File: src/rtl/scan_sel_gen.sv
// scan_sel_gen: masked channel-scan sequencer producing the 3-to-8 decoder select
module scan_sel_gen #(
    parameter int DWELL_W = 8
) (
    input  logic               clk,
    input  logic               rst,
    input  logic               en,
    input  logic               start,
    input  logic               stop,
    input  logic               mode,
    input  logic [DWELL_W-1:0] dwell,
    input  logic [7:0]         skip_mask,
    output logic [2:0]         sel,
    output logic               sel_valid,
    output logic               busy,
    output logic               done
);
    typedef enum logic [1:0] {IDLE, SCAN, DONE} state_t;
    state_t state, state_n;
    logic [2:0] sel_n, first_idx, start_idx, nxt_idx;
    logic nxt_found, mode_q, mode_n;
    logic [DWELL_W-1:0] cnt, cnt_n, dwell_q, dwell_n;
    logic [7:0] mask_q, mask_n;
    // lowest unmasked channel for start/wrap, and lowest unmasked channel above sel
    always_comb begin
        first_idx = '0;
        start_idx = '0;
        nxt_idx = '0;
        nxt_found = 1'b0;
        for (int i = 7; i >= 0; i--) begin
            if (!mask_q[i]) first_idx = 3'(i);
            if (!skip_mask[i]) start_idx = 3'(i);
            if (!mask_q[i] && 3'(i) > sel) begin
                nxt_idx = 3'(i);
                nxt_found = 1'b1;
            end
        end
    end
    // next-state, channel advance and configuration capture
    always_comb begin
        state_n = state;
        sel_n = sel;
        cnt_n = cnt;
        mode_n = mode_q;
        dwell_n = dwell_q;
        mask_n = mask_q;
        case (state)
            IDLE: if (start && !stop && skip_mask != 8'hFF) begin
                state_n = SCAN;
                sel_n = start_idx;
                cnt_n = '0;
                mode_n = mode;
                dwell_n = dwell;
                mask_n = skip_mask;
            end
            SCAN: if (stop) state_n = IDLE;
                else if (en) begin
                    if (cnt == dwell_q) begin
                        cnt_n = '0;
                        if (nxt_found) sel_n = nxt_idx;
                        else if (mode_q) state_n = DONE;
                        else sel_n = first_idx;
                    end else cnt_n = cnt + 1'b1;
                end
            default: state_n = IDLE;
        endcase
    end
    // state and datapath registers
    always_ff @(posedge clk) begin
        if (rst) begin
            state <= IDLE;
            sel <= '0;
            cnt <= '0;
            mode_q <= 1'b0;
            dwell_q <= '0;
            mask_q <= '0;
        end else begin
            state <= state_n;
            sel <= sel_n;
            cnt <= cnt_n;
            mode_q <= mode_n;
            dwell_q <= dwell_n;
            mask_q <= mask_n;
        end
    end
    assign sel_valid = state == SCAN;
    assign busy = state != IDLE;
    assign done = state == DONE;
endmodule
File: config.mk
export PLATFORM = sky130hd
export DESIGN_NAME = scan_sel_gen
export DESIGN_NICKNAME = d
export VERILOG_FILES = /design/src/rtl/scan_sel_gen.sv
export SDC_FILE = /design/constraint.sdc
export NUM_CORES = 1
export LEC_CHECK = 0
export ABC_AREA = 1
export CAP_MARGIN = 20
export CORE_MARGIN = 10
export CORE_UTILIZATION = 45
export DETAILED_ROUTE_END_ITERATION = 10
export DONT_BUFFER_PORTS = 1
export PLACE_DENSITY = 0.67
export SYNTH_ARGS = -nofsm -noshare
export SYNTH_HDL_FRONTEND = slang
export SYNTH_SLANG_ARGS = --single-unit
File: constraint.sdc
create_clock -name clk -period 2.6 [get_ports clk]
set_input_delay 0.52 -clock clk [delete_from_list [all_inputs] [get_ports clk]]
set_output_delay 0.52 -clock clk [all_outputs]
set_load 0.02 [all_outputs]
==> flow_summary.toml, run 1 <==
[layout]
area_growth_syn_to_layout_pct = 6.40
post_layout_cell_count = 306
finish.net_count = 281
drive_gt1_frac = 0.101
antennaDiodeCount = 0

[synthesis]
list_of_most_frequent_post_synthesis_cells = "72 x sky130_fd_sc_hd__nand2_1, 44 x sky130_fd_sc_hd__nor2_1, 30 x sky130_fd_sc_hd__dfxtp_1"
synth_nets = 280
postSynthCellCount = 257
netlist.top_cell.by_area = "sky130_fd_sc_hd__dfxtp_1"
netlist-cell-type-count = 28
synth_edf_count = 0
post-synth-top-count-cell = "sky130_fd_sc_hd__nand2_1"
synth_area_sq_um = 1680
async_reset_ff_frac = 0
ys_seq_elements = 30
syn_area_per_cell_sq_um = 6.54
synth_top_flop_cell = "sky130_fd_sc_hd__dfxtp_1"
synth_sequential_area_ratio = 0.357
synth_top_area_share = 0.357
yosysWarnings = 0
synthTopCellsByArea = "sky130_fd_sc_hd__dfxtp_1 36%, sky130_fd_sc_hd__nand2_1 16%, sky130_fd_sc_hd__nor2_1 9.8%"

[power_and_ir_drop]
net-switching-power_mw = 0.310
irDropWorstVdd_mv = 0.323
leakage_dissipation_nw = 0.743
clock_share_of_power = 0.350
pwr-share-seq = 0.500
swShare = 0.301
intPower_mw = 0.720
power.density_nw_per_um2 = 576
power_frac_comb = 0.150

[timing]
timing.clock.skew_ns = 0.00449
report.final.setup_viol = 0
finalWorstPathRequiredPeriod_ns = 1.71
timing.setup.tns_ns = 0
slew_viol_final = 0
tightestPinTransition_ns = 0.672
final-hold-violation-count = 0
relSlewSlack = 0.552
max_freq_mhz = 584
rsz_0062_raised_after_global_routing = "false"
final_min_period_over_clock_period = 0.659

[critical_path]
worstRegToRegCells = 8
worst-setup-path-type = "flop to flop"
crit_path_start_kind = "flop"
worst_r2r_endpoint = "cnt[5]$_SDFFE_PP0P_"
cp.arrival_ns = 1.93
timing.reg2reg.setup_slack_ns = 0.89
endpoint_kind = "flop"
crit_fanout = 28
r2r-start = "state[1]$_SDFFE_PP0P_"
crit_path_required_time_ns = 2.82

[floorplanning]
number_of_top_level_design_ports = 28
die_h_um = 81.1
fp.dieW_um = 81.1
area_of_the_die_sq_um = 6580
initial_utilization = 0.462
core_box_area_sq_um = 3630
num_rows = 22

[drt]
drt_wl_total_um = 3830
drc_errors = 0
antenna_violating_nets_post_route = 0
wire_length_per_cell_after_detailed_routing_um = 12.5
routed_via_density = 4.90
vias = 1499
first_iter_violations = 65
detail_route.first_pass.iterations = 4

[global_route]
grt_start_max_net_pins = 29
grt_pass1_vias = 1436
initial_antenna_violation_count = 0
gr-total-overflow = 0
wire_length_of_the_first_global_routing_pass_um = 6340
gr-usage-all-layers = 0.122

[place]
gp_congestion = 0.836
dp.cells = 299
io_buffer_count = 0
hpwl_um = 2890

[clocking]
cts_max_level = 2
cts_resized = 0
cts-hold-fix-buffers = 0
cts.reportedPaths.clkPinSlew_ns = 0.06
cts_buffers = 5
tritoncts = "done"
cts.sink_count = 30
cts_max_path_buffers = 2
post_cts.repair.setup_buffers = 0
cts_root_buffer = "sky130_fd_sc_hd__clkbuf_8"
insertion_delay_ns = 0.29

[job]
drv_cap = 0

[worst_hold_path]
whs_path_depth = 1
hold_path.startpoint = "stop"
min_to = "state[1]$_SDFFE_PP0P_"
class_of_the_tightest_hold_or_removal_check = "primary input to flop"

[run_status]
run_status = "finished clean"
[kinds of logic after synthesis]
| group | count (synthesis) | share of synthesized area |
|---|---|---|
| and+or+nand+nor | 149 | 0.401 |
| buffers and inverters | 31 | 0.0767 |
| xor gates and xnor gates | 8 | 0.0417 |
| DFF | 30 | 0.357 |
| AOI/OAI and AO/OA | 38 | 0.115 |
| adders and majority gates | 1 | 0.00744 |
[registers in the layout, summed over array words and instances, names as in the netlist]
signal,count
cnt,8
dwell_q,8
mask_q,8
mode_q,1
sel,3
state,2
[worst max-delay path: stages, from the launching register on]
cell                      delay, ns
sky130_fd_sc_hd__dfxtp_1       0.31
sky130_fd_sc_hd__inv_1         0.07
sky130_fd_sc_hd__nand2_1       0.18
sky130_fd_sc_hd__nor2_2        0.19
sky130_fd_sc_hd__nand2_4       0.18
sky130_fd_sc_hd__nand2_2       0.25
sky130_fd_sc_hd__nand2_1       0.14
sky130_fd_sc_hd__o21ai_0       0.15
sky130_fd_sc_hd__nor3b_2       0.17
[layout by cell type, fill, tap and decap left out, drive strengths merged]
cell type  count
xor2           3
nor4           1
dfxtp         30
a21oi         14
a31oi          2
clkbuf         5
nand3b         1
ha             1
nand4          4
nand3          9
clkinv         2
nor3           5
nand2         77
nor2          49
xnor2          5
buf            1
nor3b          2
or2            1
o22ai          1
o21ai         21
inv           24
[power groups by stage]
stage               clock [mW]  combinational [mW]  sequential [mW]
global route             0.384               0.179            0.519
global placement             0               0.154            0.525
CTS                      0.372               0.156            0.515
finish                   0.361               0.154            0.515
detailed placement           0               0.156            0.525
floorplan                    0               0.134            0.519
[worst max-delay path by stage]
stage                                      from                  end  slack [ns]  cells past startpoint
after floorplan                    skip_mask[1]  cnt[7]$_SDFFE_PP0P_        1.17                      9
after global placement             skip_mask[5]  cnt[5]$_SDFFE_PP0P_        0.84                      8
after detailed placement           skip_mask[5]  cnt[5]$_SDFFE_PP0P_        0.81                      8
after CTS                 state[1]$_SDFFE_PP0P_  cnt[5]$_SDFFE_PP0P_        0.87                      8
after global routing      state[1]$_SDFFE_PP0P_  cnt[5]$_SDFFE_PP0P_        0.70                      8
final                     state[1]$_SDFFE_PP0P_  cnt[5]$_SDFFE_PP0P_        0.89                      8
[metal layers]
metal | GRT usage | vias to the layer above | share of wire
li1 | - | 816 | -
met1 | 0.135 | 655 | 0.44
met2 | 0.211 | 23 | 0.50
met3 | 0.0408 | 5 | 0.055
met4 | 0.0519 | 0 | 0.012
met5 | 0 | - | 0
[through the flow]
| stage | hold WS, ns | power (mW) | setup WS [ns] | utilization | area, sq um |
|---|---|---|---|---|---|
| after floorplan | 0.444 | 0.652 | 1.17 | - | 1680 |
| after global placement | 0.463 | 0.679 | 0.837 | 0.470 | 1710 |
| after detailed placement | 0.464 | 0.681 | 0.807 | 0.470 | 1710 |
| after CTS | 0.285 | 1.04 | 0.869 | 0.492 | 1790 |
| after global routing | 0.293 | 1.08 | 0.702 | 0.492 | 1790 |
| final | 0.293 | 1.03 | 0.887 | 0.492 | 1790 |
[final cells by class]
cell class	count	area (sq um)
flip-flops and latches	30	601
clock buffers	5	68.8
well taps	48	60.1
multi-input cells	196	951
fillers	387	1850
repair buffers	1	7.51
clock inverters	2	10.0
inverters	24	90.1
No activity file was read; power rests on OpenSTA's default activity.
==> run 2: changes to the inputs <==
--- a/config.mk
+++ b/config.mk
@@ -5,7 +5,7 @@
 export SDC_FILE = /design/constraint.sdc
 export NUM_CORES = 1
 export LEC_CHECK = 0
-export ABC_AREA = 1
+export ABC_AREA = 0
 export CAP_MARGIN = 20
 export CORE_MARGIN = 10
 export CORE_UTILIZATION = 45
==> constraint.sdc (replaced) <==
create_clock -name clk -period 1.7 [get_ports clk]
set_input_delay 0.34 -clock clk [delete_from_list [all_inputs] [get_ports clk]]
set_output_delay 0.34 -clock clk [all_outputs]
set_load 0.02 [all_outputs]
==> flow_summary.toml, run 2 <==
[run_status]
run_status = "complete, but fails checks"
failed_checks = "setup timing"

[floorplanning]
fp.dieW_um = 80.3
initial_utilization = 0.479
area_of_the_die_sq_um = 6450
number_of_top_level_design_ports = 28
num_rows = 21
die_h_um = 80.3
core_box_area_sq_um = 3420

[synthesis]
synth_top_area_share = 0.367
post-synth-top-count-cell = "sky130_fd_sc_hd__nor2_1"
ys_seq_elements = 30
netlist.top_cell.by_area = "sky130_fd_sc_hd__dfxtp_1"
synth_edf_count = 0
postSynthCellCount = 194
synth_area_sq_um = 1640
synth_top_flop_cell = "sky130_fd_sc_hd__dfxtp_1"
syn_area_per_cell_sq_um = 8.44
synth_nets = 217
list_of_most_frequent_post_synthesis_cells = "38 x sky130_fd_sc_hd__nor2_1, 30 x sky130_fd_sc_hd__dfxtp_1, 17 x sky130_fd_sc_hd__mux2i_1"
async_reset_ff_frac = 0
synthTopCellsByArea = "sky130_fd_sc_hd__dfxtp_1 37%, sky130_fd_sc_hd__mux2i_1 10%, sky130_fd_sc_hd__nor2_1 8.7%"
yosysWarnings = 0
netlist-cell-type-count = 40
synth_sequential_area_ratio = 0.367

[timing]
rsz_0062_raised_after_global_routing = "true"
max_freq_mhz = 581
tightestPinTransition_ns = 0.419
final_min_period_over_clock_period = 1.01
timing.clock.skew_ns = 0.0104
report.final.setup_viol = 2
relSlewSlack = 0.720
setup_slack_ns = -0.0198
finalWorstPathRequiredPeriod_ns = 1.72
timing.setup.tns_ns = -0.0304
slew_viol_final = 0
final-hold-violation-count = 0

[critical_path]
timing.critical_path.cells = "or4_4, and2_4, nand4_4, o211ai_4, nor2b_2, a211oi_2"
endpoint_kind = "flop"
crit_fanout = 6
timing.reg2reg.setup_slack_ns = -0.02
worst_r2r_endpoint = "sel[2]$_SDFFE_PP0P_"
cp.arrival_ns = 1.97
timing.critical_path.slowest_stage_cell = "sky130_fd_sc_hd__or4_4"
r2r-start = "sel[0]$_SDFFE_PP0P_"
worst_path_dominant_cell_family = "simple AND/OR/NAND/NOR gates"
crit_path_start_kind = "flop"
worst-setup-path-type = "flop to flop"
crit_path_required_time_ns = 1.95
worstRegToRegCells = 6
path_buf_inv = 0
worst_path_largest_cell_delay_ns = 0.54

[global_route]
gr-usage-all-layers = 0.133
wire_length_of_the_first_global_routing_pass_um = 6860
grt_pass1_vias = 1409
initial_antenna_violation_count = 0
grt_start_max_net_pins = 24
gr-total-overflow = 0

[clocking]
insertion_delay_ns = 0.33
cts.sink_count = 30
cts_root_buffer = "sky130_fd_sc_hd__clkbuf_4"
cts_max_path_buffers = 2
cts_max_level = 2
cts_buffers = 5
cts-hold-fix-buffers = 0
tritoncts = "done"
cts.reportedPaths.clkPinSlew_ns = 0.10

[place]
pre_cts_slack_ns = -0.110
dp.cells = 260
hpwl_um = 3260
placed_area_sq_um = 1890
gp_congestion = 0.938
io_buffer_count = 0

[worst_hold_path]
class_of_the_tightest_hold_or_removal_check = "primary input to flop"
min_to = "sel[1]$_SDFFE_PP0P_"
whs_path_depth = 1
hold_path.startpoint = "rst"

[drt]
first_iter_violations = 128
antenna_violating_nets_post_route = 0
drt_wl_total_um = 4320
vias = 1517
routed_via_density = 5.60
wire_length_per_cell_after_detailed_routing_um = 15.9
drc_errors = 0
detail_route.first_pass.iterations = 4

[power_and_ir_drop]
leakage_dissipation_nw = 0.898
design_power_total_mw = 1.60
power.density_nw_per_um2 = 775
irDropWorstVdd_mv = 0.539

[layout]
post_layout_cell_count = 271
final_cell_mix = "38 x sky130_fd_sc_hd__nor2_1, 31 x sky130_fd_sc_hd__buf_4, 26 x sky130_fd_sc_hd__dfxtp_1, 17 x sky130_fd_sc_hd__mux2i_1, 15 x sky130_fd_sc_hd__nand2_1"
area_growth_syn_to_layout_pct = 25.8
finish.net_count = 247
final_design_area_no_fill_sq_um = 2060
mostFrequentLayoutCell = "sky130_fd_sc_hd__nor2_1"
drive_gt1_frac = 0.284
layout.filler_cells = 323
biggestRegsByFlops = "cnt x8, dwell_q x8, mask_q x8"
antennaDiodeCount = 0

[job]
drv_cap = 0
==> run 2: cell types whose count changed after synthesis, moves of 4 or more <==
cell                      delta
sky130_fd_sc_hd__nand2_1    -57
sky130_fd_sc_hd__mux2i_1    +17
sky130_fd_sc_hd__inv_1      -16
sky130_fd_sc_hd__o21ai_0    -12
sky130_fd_sc_hd__a21oi_1     -8
sky130_fd_sc_hd__nor2_1      -6
sky130_fd_sc_hd__nand3_1     -5
sky130_fd_sc_hd__nor2_2      -5
sky130_fd_sc_hd__nand4_1     +4
sky130_fd_sc_hd__xnor2_1     +4
==> run 2: timing repair <==
action / 4_1_cts / 5_1_grt
setup buffers: 1 / 2
endpoints found under the setup margin: 11 / 11
resized for setup: 5 / 10
pin swaps: 1 / 7
==> run 2: worst register-to-register path, stage by stage, from the launching register on <==
cell and delay (ns):
sky130_fd_sc_hd__dfxtp_2 0.35, sky130_fd_sc_hd__or4_4 0.54, sky130_fd_sc_hd__and2_4 0.19, sky130_fd_sc_hd__nand4_4 0.08, sky130_fd_sc_hd__o211ai_4 0.11, sky130_fd_sc_hd__nor2b_2 0.19
sky130_fd_sc_hd__a211oi_2 0.19
==> run 2: cells by family (layout without fill, tap and decap cells) <==
logic type / count (synthesis) / after routing / share of synthesized area
and+or+nand+nor: 82 / 82 / 0.241
AOI/OAI and AO/OA: 34 / 34 / 0.156
DFF: 30 / 30 / 0.367
muxes: 17 / 17 / 0.104
xor gates and xnor gates: 15 / 15 / 0.0802
buffers and inverters: 15 / 46 / 0.0451
adders and majority gates: 1 / 1 / 0.00764
==> run 2: metal layers <==
| layer | routed length, um | vias to the layer above | track usage |
|---|---|---|---|
| met5 | 0 | - | 0 |
| met3 | 314 | 7 | 0.0546 |
| met2 | 2110 | 43 | 0.213 |
| met1 | 1850 | 721 | 0.161 |
| li1 | - | 746 | - |
| met4 | 45 | 0 | 0.0299 |
==> run 2: layout make-up <==
| class | count | area, sq um | share of cell area |
|---|---|---|---|
| Clock buffer | 8 | 78.8 | 0.0383 |
| Inverter | 6 | 22.5 | 0.0109 |
| Multi-Input combinational cell | 149 | 1050 | 0.508 |
| Sequential cell | 30 | 611 | 0.296 |
| Tap cell | 46 | 57.6 | 0.0279 |
| Timing Repair Buffer | 32 | 244 | 0.118 |
==> run 2: report_power, final <==
part / leakage, nW / switching, mW / total (mW) / internal [mW]
Combinational: 0.607 / 0.159 / 0.311 / 0.152
Sequential: 0.247 / 0.0323 / 0.764 / 0.732
Clock: 0.0446 / 0.240 / 0.523 / 0.282
Total: 0.898 / 0.432 / 1.60 / 1.17
==> run 2: worst max path at each step <==
stage,start,to,cells after the start,slack [ns]
after floorplan,sel[1]$_SDFFE_PP0P_,sel[0]$_SDFFE_PP0P_,7,0.009
after global placement,skip_mask[6],cnt[6]$_SDFFE_PP0P_,7,0.006
after detailed placement,state[1]$_SDFFE_PP0P_,cnt[3]$_SDFFE_PP0P_,8,-0.11
after CTS,state[1]$_SDFFE_PP0P_,cnt[3]$_SDFFE_PP0P_,8,0.001
after global routing,state[1]$_SDFFE_PP0P_,cnt[3]$_SDFFE_PP0P_,8,-0.09
final,sel[0]$_SDFFE_PP0P_,sel[2]$_SDFFE_PP0P_,6,-0.02
==> run 2: stage by stage <==
stage | util | hold WS (ns)
after floorplan | - | 0.411
after global placement | 0.553 | 0.403
after detailed placement | 0.553 | 0.403
after CTS | 0.584 | 0.0451
after global routing | 0.603 | 0.0359
final | 0.603 | 0.0534
==> run 3: changes to the inputs <==
--- a/config.mk
+++ b/config.mk
@@ -6,12 +6,13 @@
 export NUM_CORES = 1
 export LEC_CHECK = 0
 export ABC_AREA = 0
-export CAP_MARGIN = 20
+export CELL_PAD_IN_SITES_DETAIL_PLACEMENT = 1
+export CELL_PAD_IN_SITES_GLOBAL_PLACEMENT = 1
 export CORE_MARGIN = 10
 export CORE_UTILIZATION = 45
 export DETAILED_ROUTE_END_ITERATION = 10
 export DONT_BUFFER_PORTS = 1
-export PLACE_DENSITY = 0.67
+export PLACE_DENSITY = 0.83
 export SYNTH_ARGS = -nofsm -noshare
 export SYNTH_HDL_FRONTEND = slang
 export SYNTH_SLANG_ARGS = --single-unit
==> flow_summary.toml, run 3 (synthesis results as in run 2) <==
[critical_path]
crit_path_required_time_ns = 1.92
cpMostUsedCell = "sky130_fd_sc_hd__a211oi_2"
timing.critical_path.cells = "o31ai_1, a211oi_2, nand4_4, o211ai_4, a311oi_2, a211oi_2"
crit_fanout = 9
path_buf_inv = 0
worst_path_largest_cell_delay_ns = 0.41
cp.arrival_ns = 1.99
timing.reg2reg.setup_slack_ns = -0.06
worst-setup-path-type = "flop to flop"
worst_path_dominant_cell_family = "compound AO/OA/AOI/OAI gates"
endpoint_kind = "flop"
timing.critical_path.slowest_stage_cell = "sky130_fd_sc_hd__o31ai_1"
crit_path_start_kind = "flop"

[floorplanning]
num_rows = 21
number_of_top_level_design_ports = 28
die_h_um = 80.3
area_of_the_die_sq_um = 6450
fp.dieW_um = 80.3
core_box_area_sq_um = 3420
initial_utilization = 0.479

[layout]
final_cell_mix = "37 x sky130_fd_sc_hd__nor2_1, 27 x sky130_fd_sc_hd__buf_4, 26 x sky130_fd_sc_hd__dfxtp_1, 17 x sky130_fd_sc_hd__mux2i_1, 14 x sky130_fd_sc_hd__nand2_1"
finalCoreUtilization = 0.590
finish.net_count = 245
layout.filler_cells = 411
antennaDiodeCount = 0
drive_gt1_frac = 0.266
post_layout_cell_count = 268
biggestRegsByFlops = "cnt x8, dwell_q x8, mask_q x8"
mostFrequentLayoutCell = "sky130_fd_sc_hd__nor2_1"
area_growth_syn_to_layout_pct = 23.1
final_design_area_no_fill_sq_um = 2020

[power_and_ir_drop]
clock_share_of_power = 0.336
net-switching-power_mw = 0.474
pwr-share-seq = 0.470
irDropWorstVdd_mv = 0.497
swShare = 0.290
leakage_dissipation_nw = 0.881
design_power_total_mw = 1.64
power.density_nw_per_um2 = 811
power_frac_comb = 0.194
intPower_mw = 1.16

[clocking]
cts_max_level = 2
cts.sink_count = 30
cts_max_path_buffers = 2
cts_root_buffer = "sky130_fd_sc_hd__clkbuf_4"
cts.reportedPaths.clkPinSlew_ns = 0.11
insertion_delay_ns = 0.35
cts_buffers = 5
tritoncts = "done"

[place]
hpwl_um = 3890
dp.cells = 257
pre_cts_slack_ns = -0.104
io_buffer_count = 0
gp_congestion = 0.852
placed_area_sq_um = 1870

[global_route]
gr-usage-all-layers = 0.167
gr-total-overflow = 0
grt_start_max_net_pins = 24
groute.layer.met3.usage = 0.0557
met2_usage = 0.277
groute.layer.met1.usage = 0.196
grt.busiest_layer = "met2"
wire_length_of_the_first_global_routing_pass_um = 8590
grt_pass1_vias = 1735
initial_antenna_violation_count = 0

[timing]
slew_viol_final = 0
final-hold-violation-count = 0
finalWorstPathRequiredPeriod_ns = 1.76
timing.setup.tns_ns = -0.153
report.final.setup_viol = 4
setup_slack_ns = -0.0646
rsz_0062_raised_after_global_routing = "true"
relSlewSlack = 0.715
timing.clock.skew_ns = 0.0138
max_freq_mhz = 567
tightestPinTransition_ns = 0.424
fin_worst_hold_slack_ns = 0.0477
final_min_period_over_clock_period = 1.04

[run_status]
run_status = "complete, but fails checks"
failed_checks = "setup timing"

[drt]
first_iter_violations = 134
detail_route.first_pass.iterations = 4
wire_length_per_cell_after_detailed_routing_um = 21.0
drc_errors = 0
routed_via_density = 6.03
drt_wl_total_um = 5630
vias = 1617
antenna_violating_nets_post_route = 0

[job]
drv_cap = 0

[worst_hold_path]
class_of_the_tightest_hold_or_removal_check = "primary input to flop"
==> run 3: what timing repair did <==
item,CTS,global route
endpoints found under the setup margin,11,12
endpoints found under the hold margin,0,0
buffers inserted,1,3
gates resized for setup,5,7
hold buffers,0,0
pin swaps,1,6
==> run 3: cell type report <==
| type | instances | area [sq um] | share of cell area |
|---|---|---|---|
| Sequential cell | 30 | 608 | 0.302 |
| Inverter | 6 | 22.5 | 0.0112 |
| Tap cell | 46 | 57.6 | 0.0286 |
| Clock buffer | 7 | 76.3 | 0.0379 |
| Multi-Input combinational cell | 149 | 1010 | 0.503 |
| Timing Repair Buffer | 30 | 236 | 0.117 |
==> run 3: final timing paths <==
path                                         startpoint                       to  cells past startpoint
worst max-delay path                sel[1]$_SDFFE_PP0P_      sel[1]$_SDFFE_PP0P_                      6
worst min-delay path                                rst    state[0]$_SDFFE_PP0P_                      1
worst max register to register      sel[1]$_SDFFE_PP0P_      sel[1]$_SDFFE_PP0P_                      6
worst min register to register  dwell_q[4]$_SDFFE_PP0P_  dwell_q[4]$_SDFFE_PP0P_                      2
==> run 3: metal layers <==
metal | vias up | share of wire | routed length [um]
li1 | 737 | - | -
met4 | 0 | 0.026 | 144
met3 | 18 | 0.079 | 445
met5 | - | 0 | 0
met2 | 61 | 0.48 | 2700
met1 | 801 | 0.41 | 2330
==> run 3: power groups by stage <==
stage               logic (mW)  registers [mW]  clock network (mW)
floorplan                0.187           0.782                   0
global placement         0.263           0.780                   0
detailed placement       0.278           0.783                   0
CTS                      0.293           0.767               0.543
global route             0.339           0.773               0.591
finish                   0.317           0.769               0.550
==> run 3: worst reg2reg max path: stages (launching register included) <==
cell	delay, ns
sky130_fd_sc_hd__dfxtp_4	0.39
sky130_fd_sc_hd__o31ai_1	0.41
sky130_fd_sc_hd__a211oi_2	0.21
sky130_fd_sc_hd__nand4_4	0.15
sky130_fd_sc_hd__o211ai_4	0.11
sky130_fd_sc_hd__a311oi_2	0.26
sky130_fd_sc_hd__a211oi_2	0.11
